==> src/rtl/param_serial_mac_engine.sv <==
// Serial dot-product engine: loads one feature vector from a single-port RAM,
// then streams NUM_CH weight vectors against it, one MAC per cycle.
module param_serial_mac_engine #(
  parameter int DATA_W      = 8,
  parameter int ADDR_W      = 8,
  parameter int VEC_LEN     = 9,
  parameter int NUM_CH      = 4,
  parameter int ACC_W       = 20,
  parameter int SIGNED_MODE = 0
) (
  input  logic              clk,
  input  logic              rst,
  input  logic              start,
  input  logic [ADDR_W-1:0] feature_baseaddr,
  input  logic [ADDR_W-1:0] weight_baseaddr,
  output logic [ADDR_W-1:0] mem_addr,
  input  logic [DATA_W-1:0] mem_q,
  output logic              busy,
  output logic              out_valid,
  output logic [3:0]        out_ch,
  output logic [ACC_W-1:0]  out_data,
  output logic              done
);

  localparam int CW = $clog2(VEC_LEN + 1);
  localparam int FD = 1 << CW;

  typedef enum logic [2:0] {IDLE, LOAD_F, MAC, OUT, DONE} state_t;

  state_t            state, state_nxt;
  logic [CW-1:0]     cnt, kd;
  logic [3:0]        ch;
  logic [ADDR_W-1:0] wbase;
  logic [DATA_W-1:0] feat [FD];
  logic [ACC_W-1:0]  acc, fx, wx, prod;
  logic              last_k, issue_more, last_ch, fs, ws;

  // cnt counts issue slots; the data returned for slot k arrives at cnt=k+1
  assign kd         = cnt - CW'(1);
  assign last_k     = (cnt == CW'(VEC_LEN));
  assign issue_more = (cnt < CW'(VEC_LEN - 1));
  assign last_ch    = (ch == 4'(NUM_CH - 1));

  assign busy      = (state != IDLE);
  assign out_valid = (state == OUT);
  assign done      = (state == DONE);

  // Extending both operands to ACC_W makes the truncated product exact mod 2^ACC_W
  always_comb begin
    fs   = (SIGNED_MODE != 0) && feat[kd][DATA_W-1];
    ws   = (SIGNED_MODE != 0) && mem_q[DATA_W-1];
    fx   = {{(ACC_W-DATA_W){fs}}, feat[kd]};
    wx   = {{(ACC_W-DATA_W){ws}}, mem_q};
    prod = fx * wx;
  end

  always_comb begin
    state_nxt = state;
    case (state)
      IDLE:    if (start) state_nxt = LOAD_F;
      LOAD_F:  if (last_k) state_nxt = MAC;
      MAC:     if (last_k) state_nxt = OUT;
      OUT:     state_nxt = last_ch ? DONE : MAC;
      DONE:    state_nxt = IDLE;
      default: state_nxt = IDLE;
    endcase
  end

  always_ff @(posedge clk) begin
    if (!rst) begin
      state    <= IDLE;
      cnt      <= '0;
      ch       <= '0;
      acc      <= '0;
      wbase    <= '0;
      mem_addr <= '0;
      out_ch   <= '0;
      out_data <= '0;
    end else begin
      state <= state_nxt;
      case (state)
        IDLE: if (start) begin
          mem_addr <= feature_baseaddr;
          wbase    <= weight_baseaddr;
          cnt      <= '0;
          ch       <= '0;
          acc      <= '0;
        end
        LOAD_F: begin
          if (last_k) begin
            cnt      <= '0;
            mem_addr <= wbase;
          end else begin
            cnt <= cnt + CW'(1);
            if (issue_more) mem_addr <= mem_addr + ADDR_W'(1);
          end
        end
        MAC: begin
          if (last_k) begin
            cnt      <= '0;
            out_data <= acc + prod;
            out_ch   <= ch;
            acc      <= '0;
          end else begin
            cnt <= cnt + CW'(1);
            if (cnt != '0) acc <= acc + prod;
            if (issue_more) mem_addr <= mem_addr + ADDR_W'(1);
          end
        end
        // Weights of consecutive channels are contiguous, so just step on
        OUT: if (!last_ch) begin
          ch       <= ch + 4'd1;
          mem_addr <= mem_addr + ADDR_W'(1);
        end
        default: ;
      endcase
    end
  end

  always_ff @(posedge clk) begin
    if (state == LOAD_F && cnt != '0) feat[kd] <= mem_q;
  end

endmodule
==> config.mk <==
export PLATFORM = sky130hd
export DESIGN_NAME = param_serial_mac_engine
export DESIGN_NICKNAME = d
export VERILOG_FILES = /design/src/rtl/param_serial_mac_engine.sv
export SDC_FILE = /design/constraint.sdc
export NUM_CORES = 1
export LEC_CHECK = 0
export ABC_CLOCK_PERIOD_IN_PS = 8200
export BUFFER_PORTS_ARGS = -buffer_cell sky130_fd_sc_hd__buf_4
export CORE_ASPECT_RATIO = 0.8
export CORE_MARGIN = 5
export CORE_UTILIZATION = 60
export DETAILED_ROUTE_END_ITERATION = 7
export GPL_TIMING_DRIVEN = 0
export HOLD_SLACK_MARGIN = 0.06
export PLACE_DENSITY_LB_ADDON = 0.12
export SYNTH_ARGS = -nofsm -noshare
export SYNTH_HDL_FRONTEND = slang
export SYNTH_SLANG_ARGS = --single-unit
==> constraint.sdc <==
create_clock -name clk -period 8.2 [get_ports clk]
set_clock_uncertainty 0.1 [all_clocks]
set_input_delay 1.23 -clock clk [delete_from_list [all_inputs] [get_ports clk]]
set_output_delay 1.23 -clock clk [all_outputs]
set_load 0.03 [all_outputs]
; Yosys cells after proc, flatten, opt, wreduce, memory -nomap -nowiden
; Memories as Yosys holds them, arrays and structs flattened.
; Index checks and enable logic that the tools add are counted.
[word_totals]
reg_bits = 71
ram_bits = 128
input_bits = 27
out_inout_bits = 35
elab_cells = 66
memories = 1
[classes]
n_addsub = 5
multipliers = 1
n_lt_le_gt_ge = 1
eq_ne = 12
muxes = 22
reduce_logical = 16
[memory_table]
columns = memory, depth, width, rd, rd_clocked_by_memory_dff, write_ports, line
row1 = feat, 16, 8, 1, 0, 1, 34  ; logic [DATA_W-1:0] feat [FD];
[ops]
columns = op, n
row1 = two-way mux 20 bit, 3
row2 = two-way mux 8 bit, 5
row3 = case mux 20 bit (2 select lines), 1
row4 = case mux 8 bit (4 select lines), 1
row5 = adder 20 x 16 -> 20 bit, 1
row6 = multiplier 8 x 8 -> 16 bit, 1
row7 = case mux 4 bit (2 select lines), 2
row8 = two-way mux 3 bit, 4
row9 = two-way mux 4 bit, 3
row10 = case mux 3 bit (4 select lines), 1
row11 = != test 2 bit (second input constant), 5
row12 = AND reduction 3 bit, 3
row13 = adder 4 x 1 -> 4 bit (second input constant), 2
row14 = adder 8 x 1 -> 8 bit (second input constant), 1
row15 = nonzero test 4 bit, 2
row16 = == test 3 x 2 -> 1 bit (second input constant), 2
row17 = AND reduction 2 bit, 3
row18 = nonzero test 2 bit, 3
row19 = == test 4 x 2 -> 1 bit (second input constant), 1
row20 = == test 4 bit (second input constant), 1
row21 = < comparator 4 bit (second input constant), 1
row22 = AND reduction 4 bit, 1
row23 = subtractor 4 x 1 -> 4 bit (second input constant), 1
row24 = == test 3 x 1 -> 1 bit (second input constant), 1
row25 = 7 further kinds, 8

; Depth between registers and ports, before layout
; Gate-level depths: netlist (run 1).
; An unclocked memory read counts as a cell.
[logic_depth]
ltp_word = 7
depth_mapped = 29
depth_no_buf = 24

; Worst setup path after synthesis (run 1)
; OpenSTA, ideal clock, no wires.
[synth_timing]
kind = reg-to-reg
from = register cnt[0]
to = register acc[17]
setup_ns = 0.106
arrival_time_ns = 6.169
setup_slack_ns = 1.825
stages_incl_launch_ff = 26
synth_period_minus_slack_ns = 6.375
cell_sequence = dfxtp_1 > buf_6 > buf_4 > buf_4 > inv_1 > ha_1 > buf_4 > buf_6 > mux4_2 > a211oi_2 > a21oi_2 > and2_1 > fa_1 > fa_1 > fa_1 > inv_1 > fa_1 > inv_1 > ha_1 > a21oi_1 > nand2_1 > o2111ai_1 > a21oi_1 > a311oi_2 > nand4_1 > o311ai_0
[synth_between]
elab_chain_cells = 7
[synth_lines]
columns = item, line
row1 = from (decl), 31  ; logic [CW-1:0] cnt, kd;
row2 = from (signal assigned), 94  ; cnt <= cnt + CW'(1);
row3 = from (signal assigned), 105  ; cnt <= cnt + CW'(1);
row4 = subtractor 4 x 1 -> 4 bit, 39  ; assign kd = cnt - CW'(1);
row5 = memory read (16 x 8 bit), -
row6 = multiplier 8 x 8 -> 16 bit, 54  ; prod = fx * wx;
row7 = adder 20 x 16 -> 20 bit, 106  ; if (cnt != '0) acc <= acc + prod;
row8 = two-way mux 20 bit, 106
row9 = two-way mux 20 bit, 99  ; if (last_k) begin
row10 = case mux 20 bit (2 select lines), 81  ; case (state)
row11 = to (signal assigned), 106
row12 = to (decl), 35  ; logic [ACC_W-1:0] acc, fx, wx, prod;
; Parallel ways exist; a longest one is shown, timed or not. The select of a mux whose other input is x is not followed.
; A chain may end at the register's enable or synchronous reset.

; Worst setup path in the final report (run 1)
; Same ends and word-level chain as after synthesis.

==> results.txt, run 1 <==
Width of the chip: 162.6 um
Synth Register Bits: 199
Initial antenna violation count: 0
Total Routing Usage GR: 23.62%
Remaining antenna violation count: 0
# setup viols final: 0
Hold Crit Class: flop to flop
Hold Vio Cnt, Final: 0
Setup_tns: 0 ps
Max capacitance violation total: 0
Largest net degree at the start of global routing: 25
Crit. End Element: flop
Global routing met2 resource utilization: 35.91%
Clock sink total: 199
Met3 usage: 6.033%
Busiest layer in global routing: met2
Post-synthesis cell count: 979
Clock root cell: clkbuf_16
Reg-to-reg endpoint: acc[17]
Worst hold slack: 357.5 ps
Reg clk slew, reported paths: 70 ps
RSZ-0062 raised after global routing: false
Actual slew at the worst max-slew pin: 899.6 ps
Worst Path Max Fanout: 10
Die Ht: 132.1 um
H-Tree Depth: 4
Post-route DRC violation count: 0
Net count after synthesis: 1106
Ys async rst share: 0%
Reg2reg path depth: 26
Outcome: completed
Syn avg cell area: 11.42 um2
Most frequent cells in the layout: edfxtp_1 (128), nand2_1 (117), inv_1 (109)
Fraction of layout cells with a size suffix above 1: 14.74%
Period minus WS final: 7482 ps
Via/cell ratio: 5.706
TritonCTS clock tree: done
Sequential fraction of the synthesis area: 47.10%
Fin. max-slew vios: 0
Met1 Use GR: 35.35%
Power Dens Cells: 290.0 nW/um2
Routed vias: 7561
Worst rel slew slack: 39.81%
Core ar.: 18220 um2
Placed Instances: 1293
Peak VDD IR: 269.1 uV
Filler instances: 1367
Row Count: 44
Initial core utilization: 61.35%
P_leak: 0.004935 uW
Final std cells w/o fill: 1325
Ys Warns: 0
Die Footprint: 21480 um2
F_max: 133.7 MHz
Antenna diode count: 0
First-pass GRT wire length: 39.70 mm
Main synth FF type: edfxtp_1
Dpl hpwl: 17.72 mm
Initial DRC Count: 541
Post-CTS sizing: 0
Distinct cells, synth: 65
Final wirelength: 24.50 mm
Tcrit/Tclk final: 91.24%
Clock buffer count from CTS: 17
Worst skew pair latency: 440 ps
Startpoint class of the critical path: flop
Worst hold endpoint: out_ch[1]
Total grt overflow: 0
Reg2reg setup slack: 720 ps
Commonest non-fill, non-tap cell in the layout: edfxtp_1
1st-pass router iterations: 5
Hold Path Depth: 2
Layout Area Growth over Synthesis: 12.29%
Mapped cell area: 11180 um2
Drt wl/cell: 18.49 um
CP Data Required Time: 8420 ps
Io pins: 62
HP Start: out_ch[1]
Vias in the first global route: 7361
# hold bufs at CTS: 0
IO Port Bufs: 61
Data arrival, critical path: 7710 ps
Max Buffers Root-to-Sink: 2
GP Congestion: 0.9195
Fin nets: 1186
Worst setup path class: flop to flop
Setup Buffers After CTS: 0
Reg2reg start: cnt[0]
EDFF count, synth: 128
## how the worst max path moves through the flow
stage                start      endpoint  slack, ps  cells after the start
CTS                 cnt[0]       acc[17]        740                     26
detailed placement  cnt[0]  out_data[17]        770                     26
finish              cnt[0]       acc[17]        720                     26
floorplan           cnt[0]       acc[17]       1830                     25
global placement    cnt[0]       acc[17]        890                     26
global route        cnt[0]       acc[17]        360                     26
## metrics by stage
step	instance area [um2]	util, %	setup slack, ps	power (uW)
detailed placement	11950	65.60	774.3	2815
global placement	11950	65.60	892.9	2794
floorplan	11180	-	1825	2412
CTS	12550	68.89	740.2	3664
finish	12550	68.89	718.3	3641
global route	12550	68.89	364.9	3914
## cells by family (layout without fill, tap and decap cells)
family	Yosys count	count (layout)	share of synthesized area, %
fa+ha+maj	100	100	14.55
compound gates	153	153	9.323
mux	42	42	7.846
simple gates	305	305	13.08
flops	199	199	47.10
buf+inv	152	245	5.741
xor+xnor	28	28	2.362
## state kept, by name, indices dropped and copies added (netlist names)
signal	flops
acc	20
feat	128
out_ch	4
cnt	4
mem_addr	8
ch	4
out_data	20
state	3
wbase	8
## Yosys cell counts (all sizes together), types with 16 or more instances
cell | number | area [um2]
edfxtp | 128 | 3844
and2 | 48 | 300.3
a21oi | 66 | 364.1
fa | 50 | 1001
ha | 50 | 625.6
mux4 | 32 | 777.0
clkbuf | 16 | 60.06
inv | 109 | 409.1
nand2 | 117 | 439.2
buf | 26 | 168.9
nand3 | 20 | 100.1
o21ai | 19 | 95.09
dfxtp | 71 | 1421
nor2 | 62 | 235.2
## report_power, final
group	internal [uW]	total [uW]	switching, uW
clock network	436	849	413
registers	1070	1090	10.8
logic	660	1710	1050
## per-layer routing
metal | vias to the layer above | part of all wire [%]
met5 | - | 0
met4 | 0 | 0.83
met3 | 15 | 7.8
met2 | 245 | 46
met1 | 3719 | 45
li1 | 3582 | -
## area by class of cell
cell class	count	area [um2]	area share, %
plain buffers	42	229.0	1.824
multi-input cells	628	5273	42.00
clock buffers	17	425.4	3.389
flip-flops and latches	199	5265	41.94
well taps	253	316.6	2.522
repair buffers	61	457.9	3.648
clock inverters	15	173.9	1.385
inverters	110	412.9	3.289
## critical path, cell delays in order (launching register included)
cell and delay, ps:
dfxtp_1 420, buf_6 190, buf_4 250, buf_4 250, inv_1 120, ha_1 290, buf_4 150, buf_2 260
mux4_1 310, and2_1 180, a211oi_2 420, a21oi_2 180, and2_1 220, fa_1 500, fa_1 550, fa_1 550
inv_1 50, fa_1 520, inv_1 40, ha_1 360, a21oi_1 200, nand2_1 70, o2111ai_1 290, a21oi_1 140
a311oi_2 470, nand4_1 140, o311ai_0 130
No activity file was read; power rests on OpenSTA's default activity.
==> inputs of run 2 (changes only) <==
Settings changed: ABC_AREA from default to 1.
==> run 2 against run 1 <==
Effect of this change: synthesized area rose by 2.5%; final cell count rose by 29%; critical path depth rose by 2; hold slack improved by 6.1 ps; largest cell class is now registers; routed wire length rose by 16%; sequential share of layout area fell by 0.90 points; global-route usage rose by 2.7 points; synthesized cell count rose by 38%; final area rose by 2.2%; first-iteration DRC count rose by 83%; via count rose by 24%; core utilization fell by 0.87 points.
==> results.txt, run 2 <==
Outcome: completed
Biggest regs: feat x128, acc x20, out_data x20
Sequential fraction of the synthesis area: 45.95% (-1.1 points)
H-Tree Depth: 4 (unchanged)
Period minus WS final: 7156 ps (-325.3 ps)
Distinct cells, synth: 39 (-40%)
Fin nets: 1562 (+32%)
Setup Buffers After CTS: 0 (unchanged)
Core ar.: 18860 um2 (+3.5%)
Initial core utilization: 60.74% (-0.61 points)
Post-route DRC violation count: 0 (unchanged)
RSZ-0062 raised after global routing: false
Row Count: 45 (+2.3%)
Met3 wire len: 3.139 mm (+65%)
Max Buffers Root-to-Sink: 2 (unchanged)
Final wirelength: 28.36 mm (+16%)
Layout Area Growth over Synthesis: 11.98%
Vias in the first global route: 8845 (+20%)
Antenna diode count: 0 (unchanged)
Max Used Layer: met4
Post-synthesis cell count: 1355 (+38%)
Via/cell ratio: 5.485 (-3.9%)
DR WL met2: 12.57 mm (+12%)
Fraction of layout cells with a size suffix above 1: 9.807% (-4.9 points)
Largest area contributor in the netlist: edfxtp_1
M1 wire length: 12.35 mm (+11%)
Die Footprint: 21980 um2 (+2.3%)
Crit-path slowest cell: fa_1
F_max: 139.7 MHz (+4.5%)
EDFF count, synth: 128 (unchanged)
Max capacitance violation total: 0 (unchanged)
Die Ht: 133.6 um (+1.1%)
CP max stage delay: 520 ps (-30 ps)
Remaining antenna violation count: 0 (unchanged)
Net count after synthesis: 1482 (+34%)
Actual slew at the worst max-slew pin: 845.1 ps (-54.42 ps)
IO Port Bufs: 61 (unchanged)
Largest Register: feat
Commonest non-fill, non-tap cell in the layout: nand2_1
Initial antenna violation count: 0 (unchanged)
Syn avg cell area: 8.456 um2 (-26%)
Worst setup path class: flop to flop
Synth top cells by count: nand2_1 (317), nor2_1 (225), inv_1 (184)
CP Data Required Time: 8480 ps (+60 ps)
Fin. max-slew vios: 0 (unchanged)
Reg clk slew, reported paths: 80 ps (about the same)
Most frequent cells in the layout: nand2_1 (317), nor2_1 (225), inv_1 (184)
Post-CTS sizing: 0 (unchanged)
Data arrival, critical path: 7430 ps (-280 ps)
Width of the chip: 164.5 um (+1.2%)
TritonCTS clock tree: done
Drt wl/cell: 16.63 um (-10%)
Largest net degree at the start of global routing: 22 (-12%)
Most frequent cell after synthesis: nand2_1
Worst rel slew slack: 43.45% (+3.6 points)
Initial DRC Count: 989 (+83%)
Main synth FF type: edfxtp_1
Worst Path Max Fanout: 13 (+3)
Clock buffer count from CTS: 17 (unchanged)
Ys Warns: 0 (unchanged)
Tcrit/Tclk final: 87.27% (-4.0 points)
Total grt overflow: 0 (unchanged)
1st-pass router iterations: 5 (unchanged)
Io pins: 62 (unchanged)
Crit. End Element: flop
Mapped cell area: 11460 um2 (+2.5%)
Dpl hpwl: 20.77 mm (+17%)
First-pass GRT wire length: 45.06 mm (+14%)
Ys async rst share: 0% (unchanged)
Hold Vio Cnt, Final: 0 (unchanged)
Clock sink total: 199 (unchanged)
Synth Register Bits: 199 (unchanged)
# hold bufs at CTS: 0 (unchanged)
Worst skew pair latency: 450 ps (about the same)
Clock root cell: clkbuf_16
Most common cell on crit path: nand2_1
Post-synth top area share: 33.55% (-0.83 points)
Startpoint class of the critical path: flop
GP Congestion: 0.9873 (+7.4%)
# setup viols final: 0 (unchanged)
Hold Crit Class: flop to flop
Setup_tns: 0 ps (unchanged)
Largest register FFs: 128 (unchanged)
Top post-synthesis cells by area: edfxtp_1 (34%), dfxtp_1 (12%), nand2_1 (10%), fa_1 (8.7%), nor2_1 (7.4%)
Routed vias: 9358 (+24%)
Total Routing Usage GR: 26.33% (+2.7 points)
## run 2: changes by cell type in the layout (fill, tap and decap cells not counted), sizes merged, moves of 12 or more
cell / before / now
and2: 48 / 2
inv: 116 / 197
mux4: 32 / 0
nand2: 117 / 319
nand2b: 14 / 0
nand3: 20 / 84
nor2: 62 / 229
o21ai: 19 / 71
xnor2: 15 / 3
## run 2: worst paths after layout
| kind | start | to | slack, ps | cells after the start |
|---|---|---|---|---|
| setup / recovery | cnt[0] | acc[11] | 1040 | 28 |
| hold / removal | wbase[3] | wbase[3] | 360 | 2 |
| setup reg to reg | cnt[0] | acc[11] | 1040 | 28 |
| hold reg to reg | wbase[3] | wbase[3] | 360 | 2 |
## run 2: critical path, delay by kind of cell (launching register included)
family / cells / cell delay (ps)
flops: 1 / 470
buf+inv: 9 / 1560
simple gates: 9 / 1010
fa+ha+maj: 6 / 2720
compound gates: 3 / 900
xor+xnor: 1 / 310
## run 2: kinds of logic (layout without fill, tap and decap cells)
group                      after synthesis  in the layout  share of synthesized area, %
AOI/OAI and AO/OA                      157            157                         7.437
adders and majority gates              100            100                         14.20
and+or+nand+nor                        654            654                         23.22
xor gates and xnor gates                12             12                         1.048
buffers and inverters                  233            326                         8.147
DFF                                    199            199                         45.95
## run 2: area by class of cell
class	instances	area (um2)
timing repair buffer	61	457.9
buffer	44	224.0
fill	1575	6032
multi-input combinational	923	5259
inverter	189	709.4
tap	258	322.8
clock buffer	17	425.4
clock inverter	15	166.4
sequential	199	5265
## run 2: routing by layer
layer,global-route usage (%),vias to the layer above
met3,7.547,37
met1,38.64,4410
met2,39.37,431
li1,-,4480
met5,0,-
met4,5.497,0
## run 2: stage by stage
| step | setup WS, ps | cells | instance area (um2) | hold slack, ps | utilization (%) |
|---|---|---|---|---|---|
| floorplan | 2665 | 1355 | 11460 | 329.4 | - |
| global placement | 1396 | 1674 | 12240 | 353.2 | 64.88 |
| detailed placement | 1282 | 1674 | 12240 | 354.0 | 64.88 |
| CTS | 1239 | 1706 | 12830 | 366.8 | 68.02 |
| global route | 671.3 | 1706 | 12830 | 386.0 | 68.02 |
| finish | 1044 | 1706 | 12830 | 363.7 | 68.02 |
Power of run 2 is not shown: default switching activity piles up to over one toggle a cycle in this logic, so the estimate is an artifact.
==> inputs of run 3 (changes only) <==
Settings changed: MAX_ROUTING_LAYER from default to met4, RECOVER_POWER from default to 100, SLEW_MARGIN from default to 25.
==> run 3 against run 2 <==
Effect of this change: hold slack better by 2.6 ps; count of clock-buffer cells in the layout did not move; die area stayed put; critical path depth unchanged; critical endpoint is now acc[9].
==> results.txt, run 3 (same netlist as run 2, synthesis figures left out) <==
F_max: 137.3 MHz (-1.8%)
Area of the multi-input gates: 5231 um2 (-0.52%)
Most frequent cells in the layout: nand2_1 (317), nor2_1 (228), inv_1 (187)
Worst skew pair latency: 440 ps (about the same)
Reg area: 5265 um2 (unchanged)
Width of the chip: 164.5 um (unchanged)
Setup_tns: 0 ps (unchanged)
Reg2reg setup slack: 910 ps (-130 ps)
Worst Path Max Fanout: 13 (unchanged)
GP Congestion: 1.007 (+2.0%)
Data arrival, critical path: 7550 ps (+120 ps)
Via/cell ratio: 5.413 (-1.3%)
CP max stage delay: 590 ps (+70 ps)
Largest net degree at the start of global routing: 22 (unchanged)
# setup viols final: 0 (unchanged)
Fraction of layout cells with a size suffix above 1: 5.870% (-3.9 points)
Fin. max-slew vios: 0 (unchanged)
Die Footprint: 21980 um2 (unchanged)
Setup Buffers After CTS: 0 (unchanged)
Largest register FFs: 128 (unchanged)
Clock buffer count from CTS: 17 (unchanged)
Crit. End Element: flop
Row Count: 45 (unchanged)
Hold Path Depth: 2 (unchanged)
Period minus WS final: 7286 ps (+129.6 ps)
Startpoint class of the critical path: flop
TritonCTS clock tree: done
Core ar.: 18860 um2 (unchanged)
Die Ht: 133.6 um (unchanged)
Remaining antenna violation count: 0 (unchanged)
Initial antenna violation count: 0 (unchanged)
Biggest regs: feat x128, acc x20, out_data x20
Vias in the first global route: 8950 (+1.2%)
Hold Crit Class: flop to flop
Actual slew at the worst max-slew pin: 1158 ps (+312.7 ps)
Dpl hpwl: 21.05 mm (+1.3%)
Final wirelength: 28.47 mm (+0.36%)
Routed vias: 9235 (-1.3%)
Io pins: 62 (unchanged)
Max capacitance violation total: 0 (unchanged)
Most common cell on crit path: nand2_1
Finished Core Util: 67.12% (-0.90 points)
Commonest non-fill, non-tap cell in the layout: nand2_1
Drt wl/cell: 16.69 um (+0.36%)
Total Routing Usage GR: 27.51% (+1.2 points)
Worst rel slew slack: 22.81% (-21 points)
Outcome: completed
H-Tree Depth: 4 (unchanged)
Initial core utilization: 60.74% (unchanged)
Worst hold endpoint: wbase[1]
Filler instances: 1570 (-0.32%)
# hold bufs at CTS: 0 (unchanged)
Hold Vio Cnt, Final: 0 (unchanged)
Antenna diode count: 0 (unchanged)
Largest Register: feat
1st-pass router iterations: 5 (unchanged)
Fin nets: 1562 (unchanged)
Clock root cell: clkbuf_16
HP Start: wbase[1]
Clock sink total: 199 (unchanged)
Tcrit/Tclk final: 88.85% (+1.6 points)
Placed Instance Area: 12240 um2 (unchanged)
Reg clk slew, reported paths: 80 ps (about the same)
Max Buffers Root-to-Sink: 2 (unchanged)
IO Port Bufs: 61 (unchanged)
Post-route DRC violation count: 0 (unchanged)
Layout Area Growth over Synthesis: 10.51%
Crit-path slowest cell: clkbuf_1
RSZ-0062 raised after global routing: false
First-pass GRT wire length: 45.62 mm (+1.2%)
Post-CTS sizing: 0 (unchanged)
Reg-to-reg endpoint: acc[9]
Initial DRC Count: 881 (-11%)
CP Data Required Time: 8470 ps (about the same)
Cell area after layout: 12660 um2 (-1.3%)
Worst setup path class: flop to flop
Reg2reg start: cnt[0]
Total grt overflow: 0 (unchanged)
Reg2reg path depth: 28 (unchanged)
## run 3: area by class of cell
type / count / area share, %
Timing Repair Buffer: 61 / 2.312
Tap cell: 258 / 2.550
Clock inverter: 15 / 1.532
Buffer: 44 / 1.739
Clock buffer: 17 / 3.360
Inverter: 189 / 5.603
Sequential cell: 199 / 41.59
Multi-Input combinational cell: 923 / 41.32
## run 3: worst max-delay path by stage
| stage | startpoint | end |
|---|---|---|
| floorplan | cnt[0] | out_data[17] |
| global placement | cnt[0] | acc[11] |
| detailed placement | cnt[0] | acc[11] |
| finish | cnt[0] | acc[9] |
| global route | cnt[0] | out_data[13] |
| CTS | cnt[0] | acc[11] |
## run 3: per-stage QoR
| step | std cells | setup slack (ps) | hold slack (ps) |
|---|---|---|---|
| 2_1_floorplan | 1355 | 2665 | 329.4 |
| 3_3_place_gp | 1674 | 1377 | 348.6 |
| 3_5_place_dp | 1674 | 1427 | 358.9 |
| 4_1_cts | 1706 | 1364 | 371.2 |
| 5_1_grt | 1706 | 510.6 | 393.2 |
| 6_report | 1706 | 914.0 | 366.3 |
## run 3: layer usage
layer  track usage (%)  vias to the layer above  share of wire (%)
li1                  -                     4488                  -
met1             39.16                     4329                 44
met2             39.79                      384                 44
met3             7.609                       34                 11
met4             5.958                        0                1.3
met5                 -                        -                  0
## run 3: worst max-delay path: cells and delay by family (launching register included)
kind            cells  cell delay, ps
compound gates      3             880
xor+xnor            1             280
fa+ha+maj           6            2590
buf+inv             9            2000
flops               1             380
simple gates        9             950
Power of run 3 is left out for the same reason.
